==> src/rtl/i2c_request_arbiter.sv <==
// Round-robin arbiter sharing one single-byte I2C write engine between
// NUM_REQ requesters, with NACK retry, retry gap and transfer timeout.
module i2c_request_arbiter #(
    parameter int NUM_REQ        = 3,
    parameter int RETRY_MAX      = 2,
    parameter int GAP_CYCLES     = 64,
    parameter int TIMEOUT_CYCLES = 4096
) (
    input  logic                 clk,
    input  logic                 reset,
    input  logic [NUM_REQ-1:0]   req,
    input  logic [7*NUM_REQ-1:0] req_addr,
    input  logic [8*NUM_REQ-1:0] req_data,
    output logic [NUM_REQ-1:0]   req_ack,
    output logic [NUM_REQ-1:0]   req_err,
    output logic [NUM_REQ-1:0]   grant,
    output logic                 busy,
    output logic                 eng_start,
    output logic [6:0]           eng_addr,
    output logic [7:0]           eng_data,
    input  logic                 eng_done,
    input  logic                 eng_ack_fail,
    output logic                 timeout_flag
);

    localparam int IW   = (NUM_REQ > 1) ? $clog2(NUM_REQ) : 1;
    localparam int CMAX = (GAP_CYCLES > TIMEOUT_CYCLES) ?
                          GAP_CYCLES : TIMEOUT_CYCLES;
    localparam int CW   = $clog2(CMAX + 1);
    localparam int RW   = (RETRY_MAX > 0) ? $clog2(RETRY_MAX + 1) : 1;

    localparam logic [CW-1:0] GAP_LAST  = CW'(GAP_CYCLES - 1);
    localparam logic [CW-1:0] TO_LAST   = CW'(TIMEOUT_CYCLES - 1);
    localparam logic [RW-1:0] RETRY_LIM = RW'(RETRY_MAX);
    localparam logic [IW-1:0] PTR_RST   = IW'(NUM_REQ - 1);

    typedef enum logic [2:0] {
        IDLE,
        GRANT,
        LAUNCH,
        WAIT_DONE,
        GAP,
        RESPOND
    } state_e;

    state_e        state_q, state_d;
    logic [IW-1:0] ptr_q, ptr_d;
    logic [IW-1:0] owner_q, owner_d;
    logic [6:0]    addr_q, addr_d;
    logic [7:0]    data_q, data_d;
    logic [RW-1:0] retry_q, retry_d;
    logic [CW-1:0] cnt_q, cnt_d;
    logic          err_q, err_d;
    logic          tflag_q, tflag_d;

    logic [6:0]    addr_slice [NUM_REQ];
    logic [7:0]    data_slice [NUM_REQ];
    logic          pick_vld;
    logic [IW-1:0] pick_idx;
    logic [IW-1:0] cand;
    logic [CW-1:0] cnt_inc;

    for (genvar g = 0; g < NUM_REQ; g++) begin : g_slice
        assign addr_slice[g] = req_addr[7*g +: 7];
        assign data_slice[g] = req_data[8*g +: 8];
    end

    // First set request after the last owner, wrapping around.
    always_comb begin
        pick_vld = 1'b0;
        pick_idx = ptr_q;
        cand     = '0;
        for (int k = 1; k <= NUM_REQ; k++) begin
            cand = IW'((int'(ptr_q) + k) % NUM_REQ);
            if (!pick_vld && req[cand]) begin
                pick_vld = 1'b1;
                pick_idx = cand;
            end
        end
    end

    assign cnt_inc = cnt_q + 1'b1;

    always_ff @(posedge clk or posedge reset) begin
        if (reset) begin
            state_q <= IDLE;
            ptr_q   <= PTR_RST;
            owner_q <= '0;
            addr_q  <= '0;
            data_q  <= '0;
            retry_q <= '0;
            cnt_q   <= '0;
            err_q   <= 1'b0;
            tflag_q <= 1'b0;
        end else begin
            state_q <= state_d;
            ptr_q   <= ptr_d;
            owner_q <= owner_d;
            addr_q  <= addr_d;
            data_q  <= data_d;
            retry_q <= retry_d;
            cnt_q   <= cnt_d;
            err_q   <= err_d;
            tflag_q <= tflag_d;
        end
    end

    always_comb begin
        state_d = state_q;
        ptr_d   = ptr_q;
        owner_d = owner_q;
        addr_d  = addr_q;
        data_d  = data_q;
        retry_d = retry_q;
        cnt_d   = cnt_q;
        err_d   = err_q;
        tflag_d = tflag_q;
        unique case (state_q)
            IDLE: begin
                if (pick_vld) begin
                    owner_d = pick_idx;
                    state_d = GRANT;
                end
            end
            GRANT: begin
                addr_d  = addr_slice[owner_q];
                data_d  = data_slice[owner_q];
                retry_d = '0;
                state_d = LAUNCH;
            end
            LAUNCH: begin
                cnt_d   = '0;
                state_d = WAIT_DONE;
            end
            WAIT_DONE: begin
                cnt_d = cnt_inc;
                // A done on the terminal count still counts as completion.
                if (eng_done && !eng_ack_fail) begin
                    err_d   = 1'b0;
                    state_d = RESPOND;
                end else if (eng_done && retry_q < RETRY_LIM) begin
                    retry_d = retry_q + 1'b1;
                    cnt_d   = '0;
                    state_d = GAP;
                end else if (eng_done) begin
                    err_d   = 1'b1;
                    state_d = RESPOND;
                end else if (cnt_inc == TO_LAST) begin
                    err_d   = 1'b1;
                    tflag_d = 1'b1;
                    state_d = RESPOND;
                end
            end
            GAP: begin
                if (cnt_q == GAP_LAST) begin
                    state_d = LAUNCH;
                end else begin
                    cnt_d = cnt_inc;
                end
            end
            RESPOND: begin
                ptr_d   = owner_q;
                state_d = IDLE;
            end
            default: state_d = IDLE;
        endcase
    end

    always_comb begin
        grant     = '0;
        req_ack   = '0;
        req_err   = '0;
        busy      = (state_q != IDLE);
        eng_start = (state_q == LAUNCH);
        if (state_q != IDLE) begin
            grant[owner_q] = 1'b1;
        end
        if (state_q == RESPOND) begin
            req_ack[owner_q] = 1'b1;
            req_err[owner_q] = err_q;
        end
    end

    assign eng_addr     = addr_q;
    assign eng_data     = data_q;
    assign timeout_flag = tflag_q;

endmodule
==> config.mk <==
export PLATFORM = sky130hd
export DESIGN_NAME = i2c_request_arbiter
export DESIGN_NICKNAME = d
export VERILOG_FILES = /design/src/rtl/i2c_request_arbiter.sv
export SDC_FILE = /design/constraint.sdc
export NUM_CORES = 1
export LEC_CHECK = 0
export ABC_AREA = 1
export CORE_MARGIN = 3
export CORE_UTILIZATION = 42
export DETAILED_ROUTE_END_ITERATION = 7
export MAX_ROUTING_LAYER = met4
export PLACE_DENSITY = 0.76
export SKIP_LAST_GASP = 1
export SYNTH_ARGS = -nofsm -noshare
export SYNTH_HDL_FRONTEND = slang
export SYNTH_SLANG_ARGS = --single-unit
==> constraint.sdc <==
create_clock -name clk -period 1.73 [get_ports clk]
set_input_delay 0.173 -clock clk [delete_from_list [all_inputs] [get_ports clk]]
set_output_delay 0.173 -clock clk [all_outputs]
set_load 0.01 [all_outputs]
-- After elaboration in Yosys (flattened, before gate mapping)
Cells that the tools add are included.
- add/subtract/negate cells: 5
- divide/modulo/power cells: 3
- order comparisons: 7
- multiplexer cells: 41
- reduce and logical (&&, ||, !) cells: 19
- bitwise operators: 5
- equality and inequality tests: 14
- operators with widths (kind ; count):
    remainder unit 32 x 3 -> 32 bit (second input constant) ; 3
    2-to-1 mux 13 bit ; 3
    one-hot mux 13 bit (3 select lines) ; 1
    2-to-1 mux 3 bit ; 9
    binary-select mux 8 bit (select 2 bit) ; 1
    2-to-1 mux 8 bit ; 2
    one-hot mux 3 bit (5 select lines) ; 1
    binary-select mux 7 bit (select 2 bit) ; 1
    2-to-1 mux 7 bit ; 2
    adder 13 x 1 -> 13 bit (second input constant) ; 1
    == test 13 x 12 -> 1 bit (second input constant) ; 1
    == test 13 x 6 -> 1 bit (second input constant) ; 1
    less-than comparator 2 x 3 -> 1 bit (second input constant) ; 4
    inequality test 2 bit (second input constant) ; 6
    2-to-1 mux 1 bit ; 11
    2-to-1 mux 2 bit ; 5
    AND reduction 3 bit ; 3
    nonzero test 3 bit ; 3
    adder 2 x 2 -> 3 bit (second input constant) ; 2
    binary-select mux 1 bit (select 2 bit) ; 3
    == test 3 x 2 -> 1 bit (second input constant) ; 2
    == test 3 bit (second input constant) ; 2
    logical AND 1 bit ; 5
    inequality test 5 bit (second input constant) ; 1
    16 further kinds ; 21
- register bits after elaboration: 39
- word-level logic and storage cells: 103
- output and inout bits: 27
- bits of input ports: 52

-- Depth between registers and ports, before layout
Gate-level depths: netlist of the first run.
- depth after elaboration: 13
- depth in mapped cells: 15
- gate-level depth less buffers: 15

-- Worst setup path after synthesis of the first run
Ideal clock, no wire load.
- path kind: register to register
- start: register ptr_q[1]
- end: register owner_q[1]
- data arrival time: 1.587 ns
- slack: 0.019 ns
- period minus slack after synthesis: 1.711 ns
- required time: 1.606 ns
- stages on the path, launching flop included: 14
- buffers on the path: 0
- path through: dfstp_2 ha_1 inv_1 nor2_1 nor2_1 nand2_1 nand2_1 inv_1 nand2_1 inv_1 nand2_1 nand2_1 a21oi_1 a21oi_1
- word-level cells in the longest chain between the ends: 12
- elaborated cells on any way between the ends: 23
- those cells by class: add/sub (3); div (3); mux (12); reduce/logical (5)
- ends and longest elaborated chain (element ; line ; RTL):
    from (decl) ; 47 ; logic [IW-1:0] ptr_q, ptr_d;
    from (signal assigned) ; 97 ; ptr_q <= ptr_d;
    adder 2 x 1 -> 3 bit ; 74 ; cand = IW'((int'(ptr_q) + k) % NUM_REQ);
    remainder unit 32 x 3 -> 32 bit ; 74 ;
    binary-select mux 1 bit (select 2 bit) ; 75 ; if (!pick_vld && req[cand]) begin
    2-to-1 mux 1 bit (implied by the code) ; 75 ;
    2-to-1 mux 1 bit ; 75 ;
    zero test 1 bit ; 75 ;
    logical AND 1 bit ; 75 ;
    2-to-1 mux 1 bit ; 75 ;
    zero test 1 bit ; 75 ;
    logical AND 1 bit ; 75 ;
    2-to-1 mux 1 bit ; 75 ;
    AND reduction 2 bit (no line) ; n/a ;
    to (signal assigned) ; 98 ; owner_q <= owner_d;
    to (decl) ; 48 ; logic [IW-1:0] owner_q, owner_d;
Parallel ways exist; a longest one is shown, timed or not. The select of a mux whose other input is x is not followed.
A chain may end at the register's enable or synchronous reset.

-- Worst setup path in the final report of the first run
Ends and elaborated chain as after synthesis.

==> implementation parameters, run 1 <==
Parameter                              Value

Worst setup path
  Critical-path maximum fanout ... 5
  WP data required ... 1950 ps
  CP top delay family ... compound AO/OA/AOI/OAI gates
  Sequence of cells on the critical path ... ha_4 > o21ai_0 > o21ai_1 > nand2_4 > buf_4 > nor2_1 > o21ai_1 > a21oi_1
  Crit path launch type ... register
  Buf/Inv on CP ... 1
  Arrival time of the worst setup path ... 2050 ps
  Slowest stage cell, crit path ... dfstp_2
  Worst Path Class, Setup ... reg -> reg
  Critical Path Sink Type ... register
  Start point of the critical path ... ptr_q[1]
  Peak per-stage delay on the critical path ... 580 ps
  Most used cell along the critical path ... o21ai_1
  Origin of the critical flop-to-flop path ... ptr_q[1]

GRT
  First-pass GRT wire length ... 12100 µm
  Maximum number of pins on one net before global-route repair ... 40
  Total congestion overflow after global routing ... 0
  Combined global-route utilization of all metal layers ... 0.216
  Vias in the first global route ... 2683
  Antenna violations before repair ... 0

Pwr
  Leakage component of the power ... 0.00174 µW
  Net switching fraction of the power ... 0.448
  Worst ir drop on vdd ... 0.00110 V
  Power density of the placed cells ... 1450 mW/mm²
  Proportion of power drawn by flip-flops and latches ... 0.256
  Internal power component ... 3060 µW
  Switching power ... 2480 µW
  Clock network fraction of design power ... 0.112
  Power, Total ... 5550 µW
  Proportion of power drawn by combinational gates ... 0.632

Min path
  Path type of the worst min-delay path ... in -> async

Routing
  Via total after detailed routing ... 2736
  Router iterations before antenna repair ... 4
  DRC viols ... 0
  Mean number of vias per cell ... 5.06
  Number of nets with antenna violations after routing ... 0
  Initial drt markers ... 162
  Routed wire per std cell ... 13.9 µm
  Wirelength, routed ... 7530 µm

Synthesis
  Netlist area before placement ... 0.00248 mm²
  Share of synthesized area occupied by flip-flops and latches ... 0.393
  Yosys Warn Count ... 0
  Number of unique standard cell types used by synthesis ... 29
  Share of synthesized flip-flops with an asynchronous set or reset ... 1.00
  Average size of a mapped cell ... 6.86 µm²
  Post-synthesis register bit count ... 39
  Count of flip-flops with a built-in enable after synthesis ... 0
  Most used flip-flop cell after synthesis ... dfrtp_1
  Syn_nets ... 418
  Synth Instances ... 362

STA
  RSZ-0062 raised after global routing ... true
  Peak clock frequency supported by timing ... 548 MHz
  Crit share post-route ... 1.06
  Relative slew slack ... 0.800
  Number of endpoints failing setup at the final stage ... 5
  Slew of the pin with the lowest slew margin ... 298 ps
  Worst path setup slack after routing ... -96.0 ps
  Number of endpoints with negative hold slack in the final report ... 0
  Final critical-path required period ... 1830 ps
  Clock Skews ... 3.79 ps
  Number of slew-limit violations in the final report ... 0

Clocking
  Root buffer cell ... clkbuf_8
  # H-tree levels ... 2
  Clock-pin slew reported for the worst setup and hold paths after clock tree synthesis ... 80 ps
  Clock tree from TritonCTS ... done
  Clock tree buffer depth ... 2
  Skew-Pair Late Insertion Delay ... 290 ps
  Number of clock sinks ... 39
  Number of clock buffers inserted by TritonCTS ... 5

Placement
  GP Congestion ... 0.895
  Inst Count DP ... 524
  Port-buffer cells ... 78
  HPWL after DPL ... 5360 µm

Floorplan
  Core region area ... 0.00561 mm²
  Top-Level Pins ... 79
  Initial Util ... 0.443
  Die Outline Area ... 0.00687 mm²
  Height of the die ... 82.9 µm
  Num rows ... 27
  Width of the chip ... 82.9 µm

Layout
  Number of antenna cells inserted ... 0
  Highest-count cells in the layout ignoring fill and taps ... nand2_1, clkdlybuf4s50_1, inv_1
  Final #Nets ... 524
  Synth-to-layout area growth ... 53.8%
  Share of cells above drive strength 1 ... 0.200
  Most common library cell in the layout ignoring fill and taps ... nand2_1
  Final Instance Count excl. Fillers ... 541

Status
  Result of the run ... complete, but fails checks
  Failing checks ... negative setup slack

Run
  Max-capacitance violation count ... 0
## final timing paths
kind / endpoint / slack, ps / cells after the start
min in group clk: err_q / 480 / 2
setup reg to reg: owner_q[1] / -100 / 8
hold reg to reg: err_q / 480 / 2
max in group asynchronous: ptr_q[1] / 1240 / 3
setup / recovery: owner_q[1] / -100 / 8
hold / removal: cnt_q[8] / 230 / 3
## kinds of logic (layout without fill, tap and decap cells)
group	after synthesis	in the layout	share of synthesized area
XOR/XNOR	1	1	0.00353
AO/OA/AOI/OAI	67	67	0.148
multiplexers	1	1	0.00403
buffers and inverters	60	167	0.0942
AND/OR/NAND/NOR	190	190	0.337
adder cells (fa/ha/maj)	4	4	0.0202
flip-flops	39	39	0.393
## cell type report
type / count / area, µm²
Clock buffer: 5 / 68.8
Clock inverter: 3 / 20.0
Fill cell: 484 / 1790
Inverter: 50 / 195
Multi-Input combinational cell: 263 / 1430
Sequential cell: 39 / 980
Tap cell: 72 / 90.1
Timing Repair Buffer: 109 / 1030
## worst register-to-register path, stage by stage, from the launching register on
cell	delay, ps
dfstp_2	580
ha_4	170
o21ai_0	100
o21ai_1	270
nand2_4	110
buf_4	150
nor2_1	140
o21ai_1	100
a21oi_1	140
## state kept, by name (all words and copies together), names as in the netlist
name	flops
owner_q	2
ptr_q	2
cnt_q	13
eng_addr	7
eng_data	8
retry_q	2
state_q	3
timeout_flag	1
err_q	1
## layer usage
layer,vias to the layer above,track usage,part of all wire
met4,0,0.0832,0.024
met5,-,-,0
met2,69,0.368,0.52
li1,1372,-,-
met1,1279,0.253,0.41
met3,16,0.0397,0.037
## cells in the mapped netlist (all sizes together) (2+ instances only)
master,number,area [µm²]
o21bai,2,15.0
o21ai,31,163
ha,4,50.1
dfrtp,38,951
nand4,5,31.3
buf,6,31.3
nand2,111,429
nor3,5,30.0
clkbuf,4,15.0
inv,50,188
a21oi,20,100
o22ai,12,75.1
nand3,30,175
nor2,38,165
## per-stage QoR
stage | hold WS (ps) | setup TNS, ps | utilization | cell area (µm²) | setup WS [ps]
after floorplan | 363 | 0 | - | 2480 | 18.7
after global placement | 466 | -38.3 | 0.624 | 3500 | -20.7
after detailed placement | 463 | -383 | 0.624 | 3500 | -122
after CTS | 236 | -216 | 0.651 | 3650 | -151
after global routing | 255 | -877 | 0.681 | 3820 | -187
final | 232 | -280 | 0.681 | 3820 | -96.0
## power by group through the flow
stage                     clock network (µW)  logic (µW)  registers, µW
after floorplan                            0        1580           1470
after global placement                     0        2930           1390
after detailed placement                   0        3020           1400
after CTS                                640        3200           1410
after global routing                     690        3840           1460
final                                    621        3510           1420
## repair_timing
item                       CTS  global route
gates cloned                 0             0
buffers inserted             2             7
hold buffers                 0             0
pin swaps                    4            19
setup endpoints to repair   16            14
gates resized for setup     31            35
Note: power is estimated with default switching activity, not from simulation.
==> run 2: changes to the inputs <==
--- a/config.mk
+++ b/config.mk
@@ -7,10 +7,10 @@
 export LEC_CHECK = 0
 export ABC_AREA = 1
 export CORE_MARGIN = 3
-export CORE_UTILIZATION = 42
+export CORE_UTILIZATION = 50
 export DETAILED_ROUTE_END_ITERATION = 7
 export MAX_ROUTING_LAYER = met4
-export PLACE_DENSITY = 0.76
+export PLACE_DENSITY = 0.85
 export SKIP_LAST_GASP = 1
 export SYNTH_ARGS = -nofsm -noshare
 export SYNTH_HDL_FRONTEND = slang
==> constraint.sdc (replaced) <==
create_clock -name clk -period 2.1 [get_ports clk]
set_input_delay 0.21 -clock clk [delete_from_list [all_inputs] [get_ports clk]]
set_output_delay 0.21 -clock clk [all_outputs]
set_load 0.01 [all_outputs]
==> implementation parameters, run 2 (synthesis results as in run 1) <==
Parameter                              Value

Status
  Result of the run ... finished clean

GRT
  Combined global-route utilization of all metal layers ... 0.248 (+0.0320)
  Maximum number of pins on one net before global-route repair ... 40 (unchanged)
  Antenna violations before repair ... 0 (unchanged)
  Vias in the first global route ... 2659 (-0.89%)
  First-pass GRT wire length ... 11500 µm (-5.1%)
  Total congestion overflow after global routing ... 0 (unchanged)

Worst setup path
  Critical-path maximum fanout ... 6 (+1)
  Worst Path Class, Setup ... reg -> out
  R2r setup slk ... 180 ps (+280 ps)
  Critical Path Sink Type ... output pin
  Crit path launch type ... register
  R2r endpoint ... owner_q[1]
  WP data required ... 1890 ps (-60 ps)
  Arrival time of the worst setup path ... 1820 ps (-230 ps)
  Origin of the critical flop-to-flop path ... ptr_q[1]
  R2R cell count ... 13 (+5)

Clocking
  Clock tree from TritonCTS ... done
  Clock-pin slew reported for the worst setup and hold paths after clock tree synthesis ... 80 ps (about the same)
  Clock tree buffer depth ... 2 (unchanged)
  Root buffer cell ... clkbuf_8
  Number of clock sinks ... 39 (unchanged)
  Skew-Pair Late Insertion Delay ... 300 ps (about the same)
  Number of clock buffers inserted by TritonCTS ... 5 (unchanged)
  Hold buffers post-CTS ... 0 (unchanged)
  # H-tree levels ... 2 (unchanged)

Floorplan
  Core region area ... 0.00475 mm² (-15%)
  Height of the die ... 76.5 µm (-7.7%)
  Width of the chip ... 76.5 µm (-7.7%)
  Num rows ... 25 (-7.4%)
  Die Outline Area ... 0.00585 mm² (-15%)
  Top-Level Pins ... 79 (unchanged)
  Initial Util ... 0.522 (+0.0795)

Routing
  Mean number of vias per cell ... 5.11 (+0.99%)
  Routed wire per std cell ... 13.2 µm (-5.3%)
  Routed length on met3 ... 224 µm (-21%)
  Met1 Routed Length ... 2950 µm (-5.4%)
  Wirelength, routed ... 6750 µm (-10%)
  DRC viols ... 0 (unchanged)
  Met2 layer wire length in the routed design ... 3420 µm (-13%)
  Top metal layer carrying routed signals ... met4
  Router iterations before antenna repair ... 6 (+2)
  Initial drt markers ... 159 (-1.9%)
  Number of nets with antenna violations after routing ... 0 (unchanged)
  Via total after detailed routing ... 2615 (-4.4%)

Pwr
  Net switching fraction of the power ... 0.452 (+0.00425)
  Leakage component of the power ... 0.00152 µW (-12%)
  Worst ir drop on vdd ... 0.000973 V (-11%)
  Proportion of power drawn by combinational gates ... 0.569 (-0.063)
  Clock network fraction of design power ... 0.131 (+0.019)
  Switching power ... 1810 µW (-27%)
  Power density of the placed cells ... 1150 mW/mm² (-21%)
  Power, Total ... 4010 µW (-28%)
  Internal power component ... 2200 µW (-28%)
  Proportion of power drawn by flip-flops and latches ... 0.300 (+0.044)

Layout
  Register containing the most flip-flops in the final layout ... cnt_q
  Number of flip-flops in the largest register ... 13 (unchanged)
  Util after Layout ... 0.731 (+0.0501)
  Number of antenna cells inserted ... 0 (unchanged)
  Final #Nets ... 500 (-4.6%)
  Synth-to-layout area growth ... 40.0%
  Most common library cell in the layout ignoring fill and taps ... nand2_1
  Share of cells above drive strength 1 ... 0.103 (-0.0971)
  Post-route cell area ... 0.00348 mm² (-9.0%)
  Filler Cells Inserted ... 394 (-19%)
  Highest-count cells in the layout ignoring fill and taps ... nand2_1, clkdlybuf4s50_1, inv_1

Placement
  GP Congestion ... 0.824 (-7.9%)
  Port-buffer cells ... 78 (unchanged)
  Placed instance area ... 0.00335 mm² (-4.3%)
  HPWL after DPL ... 5040 µm (-6.0%)

Min path
  Path type of the worst min-delay path ... in -> async

STA
  RSZ-0062 raised after global routing ... true
  Peak clock frequency supported by timing ... 493 MHz
  Number of endpoints with negative hold slack in the final report ... 0 (unchanged)
  Number of slew-limit violations in the final report ... 0 (unchanged)
  Clock Skews ... 5.18 ps (+1.40 ps)
  Final critical-path required period ... 2030 ps
  Slew of the pin with the lowest slew margin ... 717 ps (+419 ps)
  Number of endpoints failing setup at the final stage ... 0 (-5)
  Crit share post-route ... 0.967
  Relative slew slack ... 0.521 (-0.279)

Run
  Max-capacitance violation count ... 0 (unchanged)
## run 2: power groups by stage
stage | clock network [µW] | registers [µW] | logic, µW
finish | 525 | 1200 | 2280
global route | 568 | 1230 | 2570
CTS | 531 | 1190 | 2210
detailed placement | 0 | 1190 | 2180
global placement | 0 | 1180 | 2110
floorplan | 0 | 1210 | 1300
## run 2: layout make-up
| type | instances | area [µm²] | share of cell area |
|---|---|---|---|
| timing repair buffer | 85 | 833 | 0.240 |
| inverter | 50 | 188 | 0.0540 |
| clock inverter | 3 | 20.0 | 0.00576 |
| tap | 67 | 83.8 | 0.0241 |
| clock buffer | 5 | 68.8 | 0.0198 |
| sequential | 39 | 980 | 0.282 |
| multi-input combinational | 263 | 1300 | 0.375 |
## run 2: metal layers
metal,global-route usage,up-vias
li1,-,1329
met1,0.291,1210
met2,0.415,61
met3,0.0461,15
met4,0.112,0
met5,-,-
## run 2: worst max-delay path, cell delays in order (launching register included)
cell,delay (ps)
dfrtp_1,450
nor2_1,170
inv_1,90
nor2_2,250
inv_1,80
clkdlybuf4s50_1,490
## run 2: how the worst max path moves through the flow
stage | from | to | depth (start not counted)
finish | state_q[2] | busy | 5
global route | state_q[2] | busy | 5
CTS | state_q[1] | req_err[2] | 4
detailed placement | state_q[1] | req_err[2] | 4
floorplan | ptr_q[1] | owner_q[1] | 13
global placement | state_q[1] | req_err[2] | 4
## run 2: repair_timing
item | CTS | global route
endpoints found under the setup margin | 10 | 12
pin swaps | 0 | 1
gates resized for setup | 3 | 7
setup buffers | 0 | 1
## run 2: metrics by stage
step | std cells | setup WS (ps) | TNS (ps) | hold slack (ps)
3_5_place_dp | 503 | 178 | 0 | 469
4_1_cts | 511 | 18.8 | 0 | 339
5_1_grt | 512 | -35.0 | -111 | 377
3_3_place_gp | 503 | 264 | 0 | 461
6_report | 512 | 70.1 | 0 | 318
2_1_floorplan | 362 | 389 | 0 | 400
